### src/rtl/fifo_arb_pkg.sv
// Shared types for the FIFO write-port arbiter.
package fifo_arb_pkg;

    typedef enum logic {ARB_IDLE, ARB_GRANT} arb_state_e;

endpackage

### src/rtl/fifo_wr_arbiter_rr_pick.sv
// Combinational round-robin picker: first set request at or after rr_ptr, wrapping modulo NUM_REQ.
module rr_pick #(
    parameter int  NUM_REQ = 4,
    localparam int IDW     = $clog2(NUM_REQ)
) (
    input  logic [NUM_REQ-1:0] req,
    input  logic [IDW-1:0]     rr_ptr,
    output logic               found,
    output logic [IDW-1:0]     idx
);

    // Scan offsets from farthest to nearest so the nearest hit is written last and wins.
    always_comb begin
        int          cand;
        logic [IDW-1:0] cidx;
        found = 1'b0;
        idx   = '0;
        cand  = 0;
        cidx  = '0;
        for (int k = NUM_REQ - 1; k >= 0; k--) begin
            cand = int'(rr_ptr) + k;
            if (cand >= NUM_REQ) begin
                cand = cand - NUM_REQ;
            end
            cidx = IDW'(cand);
            if (req[cidx]) begin
                found = 1'b1;
                idx   = cidx;
            end
        end
    end

endmodule

### src/rtl/fifo_wr_arbiter.sv
// Round-robin arbiter sharing one FIFO write port among NUM_REQ valid/ready producers,
// with bounded bursts and a same-cycle fifo_full stall.
module fifo_wr_arbiter
    import fifo_arb_pkg::*;
#(
    parameter int  NUM_REQ    = 4,
    parameter int  DATA_WIDTH = 8,
    parameter int  MAX_BURST  = 4,
    localparam int IDW        = $clog2(NUM_REQ)
) (
    input  logic                          clk,
    input  logic                          rst_n,
    input  logic [NUM_REQ-1:0]            req_valid,
    input  logic [NUM_REQ*DATA_WIDTH-1:0] req_data,
    output logic [NUM_REQ-1:0]            req_ready,
    input  logic                          fifo_full,
    output logic                          fifo_w_en,
    output logic [DATA_WIDTH-1:0]         fifo_data,
    output logic                          grant_valid,
    output logic [IDW-1:0]                grant_id
);

    localparam int BCW = (MAX_BURST > 1) ? $clog2(MAX_BURST) : 1;

    arb_state_e      state, state_nx;
    logic [IDW-1:0]  grant_id_nx;
    logic [IDW-1:0]  rr_ptr, rr_ptr_nx;
    logic [BCW-1:0]  beat_cnt, beat_cnt_nx;
    logic            pick_found;
    logic [IDW-1:0]  pick_idx;
    logic            cur_valid;
    logic [DATA_WIDTH-1:0] cur_data;
    logic            accept;

    rr_pick #(
        .NUM_REQ (NUM_REQ)
    ) u_pick (
        .req    (req_valid),
        .rr_ptr (rr_ptr),
        .found  (pick_found),
        .idx    (pick_idx)
    );

    always_comb begin
        cur_valid = 1'b0;
        cur_data  = '0;
        for (int i = 0; i < NUM_REQ; i++) begin
            if (grant_id == IDW'(i)) begin
                cur_valid = req_valid[i];
                cur_data  = req_data[i*DATA_WIDTH +: DATA_WIDTH];
            end
        end
    end

    // A dropped valid releases even while stalled on fifo_full.
    always_comb begin
        state_nx    = state;
        grant_id_nx = grant_id;
        rr_ptr_nx   = rr_ptr;
        beat_cnt_nx = beat_cnt;
        req_ready   = '0;
        accept      = 1'b0;
        fifo_w_en   = 1'b0;
        fifo_data   = cur_data;
        grant_valid = 1'b0;
        case (state)
            ARB_IDLE: begin
                if (pick_found) begin
                    grant_id_nx = pick_idx;
                    beat_cnt_nx = '0;
                    state_nx    = ARB_GRANT;
                end
            end
            ARB_GRANT: begin
                grant_valid = 1'b1;
                for (int i = 0; i < NUM_REQ; i++) begin
                    req_ready[i] = (grant_id == IDW'(i)) && !fifo_full;
                end
                accept    = cur_valid && !fifo_full;
                fifo_w_en = accept;
                if (accept) begin
                    beat_cnt_nx = beat_cnt + 1'b1;
                end
                if (!cur_valid || (accept && (beat_cnt == BCW'(MAX_BURST - 1)))) begin
                    state_nx    = ARB_IDLE;
                    beat_cnt_nx = '0;
                    rr_ptr_nx   = (grant_id == IDW'(NUM_REQ - 1)) ? '0 : grant_id + 1'b1;
                end
            end
            default: begin
                state_nx = ARB_IDLE;
            end
        endcase
    end

    always_ff @(posedge clk or negedge rst_n) begin
        if (!rst_n) begin
            state    <= ARB_IDLE;
            grant_id <= '0;
            rr_ptr   <= '0;
            beat_cnt <= '0;
        end else begin
            state    <= state_nx;
            grant_id <= grant_id_nx;
            rr_ptr   <= rr_ptr_nx;
            beat_cnt <= beat_cnt_nx;
        end
    end

endmodule

### config.mk
export PLATFORM = sky130hd
export DESIGN_NAME = fifo_wr_arbiter
export DESIGN_NICKNAME = d
export VERILOG_FILES = /design/src/rtl/fifo_arb_pkg.sv /design/src/rtl/fifo_wr_arbiter_rr_pick.sv /design/src/rtl/fifo_wr_arbiter.sv
export SDC_FILE = /design/constraint.sdc
export NUM_CORES = 1
export LEC_CHECK = 0
export ABC_AREA = 1
export CAP_MARGIN = 40
export CORE_MARGIN = 5
export CORE_UTILIZATION = 38
export CTS_CLUSTER_SIZE = 40
export DETAILED_ROUTE_END_ITERATION = 10
export PLACE_DENSITY = 0.91
export SYNTH_ARGS = -nofsm -noshare
export SYNTH_HDL_FRONTEND = slang
export SYNTH_SLANG_ARGS = --single-unit
### constraint.sdc
create_clock -name clk -period 1.98 [get_ports clk]
set_input_delay 0.396 -clock clk [delete_from_list [all_inputs] [get_ports clk]]
set_output_delay 0.396 -clock clk [all_outputs]
set_load 0.01 [all_outputs]
==> flow_metrics.tcl <==
set metrics [dict create \
    max_stage_delay_ps 440 \
    worst_clock_skew_ps 0.410 \
    number_of_antenna_violations_at_the_first_check_in_global_routing 0 \
    cts_sinks 7 \
    cp.buffers_inverters 3 \
    synthesis.nets 205 \
    post-synth-top-area-fraction_pct 23.2 \
    synth_async_sr_flop_share_pct 100 \
    num-fill-cells 189 \
    floorplan.io_pins 55 \
    placement.io_buffers 54 \
    crit_path_end_kind "output port" \
    timing.critical_path.cells "inv_4 > ha_4 > buf_4 > nand2_2 > nand2_2 > o211ai_1 > nand2_1 > nand2_1 > nor2_1 > buf_2" \
    finalHoldViolCount 0 \
    tritoncts_clock_tree "built" \
    worstSkewPairLatency_ps 250 \
    final-setup-viol-count 4 \
    drt_pass1_iterations 4 \
    yosys_most_used_dff "dfrtp_1" \
    synth.yosys.warnings 0 \
    max_cap_check_violation_count 0 \
    cts.hold.buffers_added 0 \
    fp.dieArea_mm2 0.00362 \
    grt_max_degree 12 \
    outcome "complete, but fails checks" \
    mean_post_synth_cell_area_um2 5.94 \
    postSynthRegisterBits 7 \
    wire_length_after_detailed_routing_um 3230 \
    worstPathMaxFanout 3 \
    period_share_pct 103 \
    multi_input_area_um2 718 \
    antenna_cells 0 \
    place_hpwl_um 2540 \
    initial_core_utilization_pct 39.3 \
    synthCells 161 \
    core-area_mm2 0.00243 \
    failed_checks "negative setup slack" \
    number_of_enable_type_register_cells_in_the_synthesized_netlist 0 \
    timing.hold.worst.class "input port to async pin" \
    flow.area_growth_from_synthesis_pct 84.9 \
    finish.utilization_pct 72.7 \
    ys_seq_area_share_pct 18.3 \
    globalplace.congestion 0.809 \
    min_period_ps 2040 \
    detail_route.wl_per_cell_um 11.8 \
    worst_ep_arrival_time_ps 1640 \
    rsz0062_at_grt "true" \
    tightestPinTransition_ps 472 \
    critPathSlowestCell "dfrtp_2" \
    synth_most_common_cell "nand2_1" \
    placementRows 18 \
    grt_pass1_wl_um 5060 \
    num_vias 1289 \
    final-seq-area_um2 176 \
    yosysUniqueCellTypes 24 \
    clk_transition_reported_paths_ps 50 \
    ys_top_cells_by_count "nand2_1 (59), inv_1 (14), nand3_1 (13)" \
    fin_worst_hold_slack_ps 397 \
    first_iter_violations 39 \
    max_clock_freq_ghz 0.490 \
    die_height_um 60.2 \
    cts_buffers 3 \
    synth_top_area_cell "nand2_1" \
    post_synthesis_instance_area_um2 956 \
    pwr_density_cell_mw_per_mm2 1500 \
    synth.area.top_cells "nand2_1 (23%), dfrtp_1 (18%), nand3_1 (6.8%)" \
    timing.setup.tns_ps -108 \
    max-slew-margin-rel_pct 68.5 \
    die-width_um 60.2 \
    final_antenna_net_count 0 \
    ir_drop_mv 1.19 \
    grt.overflow.total 0 \
    place_inst 265 \
    finalNonFillerCells 273 \
    critical-path-top-delay-family "flip-flops" \
    nets 288 \
    first_global_vias 1231 \
    route.detailed.vias_per_inst 4.72 \
    cts.path.max_buffers 2 \
    post-route-worst-setup-slack_ps -60.8 \
    global_route.usage.total_pct 18.3 \
    drc 0 \
    crit_path_start_kind "flip-flop" \
    final_max_slew_viol_count 0 \
    power.leakage_nw 0.901 \
    clockRootBuffer "clkbuf_4" \
    crit_required_ps 1580 \
    worst_setup_path_type "flip-flop to output port" \
    h-tree-depth 1 \
    drive_gt1_share_pct 30.5 \
]
-- registers in the layout, summed over array words and instances, names as in the netlist --
| name | flops |
|---|---|
| rr_ptr | 2 |
| grant_id | 2 |
| state | 1 |
| beat_cnt | 2 |
-- metrics by stage --
stage | area (µm²) | total power [mW] | setup WS [ps]
floorplan | 956 | 1.49 | 75.4
global placement | 1700 | 2.40 | -290
detailed placement | 1700 | 2.46 | -321
CTS | 1740 | 2.57 | -130
global route | 1770 | 2.94 | -158
finish | 1770 | 2.65 | -60.8
-- logic make-up after synthesis --
group	Yosys count	share of synthesized area (%)
XOR/XNOR	1	0.916
AND/OR/NAND/NOR	95	46.1
AO/OA/AOI/OAI	29	16.6
flip-flops	7	18.3
buffers and inverters	24	11.5
adder cells (fa/ha/maj)	5	6.54
-- layer usage --
metal  vias up  share of wire, %  global-route usage, %
met3         4                12                   4.97
met4         0              0.90                   6.65
met2        47                48                   33.2
li1        678                 -                      -
met1       560                40                   20.0
met5         -                 0                      0
-- report_power, final --
group | leakage, nW | internal, mW | switching (mW)
clock network | 0.0150 | 0.0769 | 0.0520
registers | 0.0850 | 0.215 | 0.112
logic | 0.801 | 1.06 | 1.13
total | 0.901 | 1.35 | 1.30
-- timing repair --
action                     in CTS  in global routing
setup endpoints to repair      13                 12
pin swaps                       1                  2
setup buffers                   1                  3
gates resized for setup        57                 17
-- worst reg2reg max path: stages (launching register included) --
cell and delay (ps):
dfrtp_2 440, inv_4 90, ha_4 140, buf_4 100
nand2_2 50, nand2_2 60, o211ai_1 90, nand2_1 120
nand2_1 80, buf_4 140, nand2_2 60, nand3_1 100
nand2_1 90, nand2_1 50
-- layout make-up --
type	count	share of cell area, %
Sequential cell	7	9.98
Timing Repair Buffer	83	41.2
Tap cell	30	2.12
Inverter	19	4.60
Multi-Input combinational cell	130	40.6
Clock buffer	4	1.49
-- cells in the final DEF, fill, tap and decap left out, drive strengths merged, types with 2 or more instances in the layout --
| master | n |
|---|---|
| nand3 | 13 |
| a21oi | 10 |
| dfrtp | 7 |
| buf | 38 |
| clkbuf | 6 |
| inv | 18 |
| ha | 5 |
| nand2 | 70 |
| o21ai | 18 |
| clkdlybuf4s50 | 40 |
| nand4 | 2 |
| nor2 | 10 |
-- worst paths after layout --
check	startpoint	slack [ps]	end	depth (start not counted)
worst min register to register	beat_cnt[1]	490	beat_cnt[1]	2
worst max register to register	grant_id[0]	270	beat_cnt[1]	13
min in group clk	beat_cnt[1]	490	beat_cnt[1]	2
worst min-delay path	rst_n	400	beat_cnt[1]	1
max in group asynchronous	rst_n	1330	grant_id[0]	1
worst max-delay path	grant_id[0]	-60	fifo_w_en	10
Power figures use the tool's default switching activity.
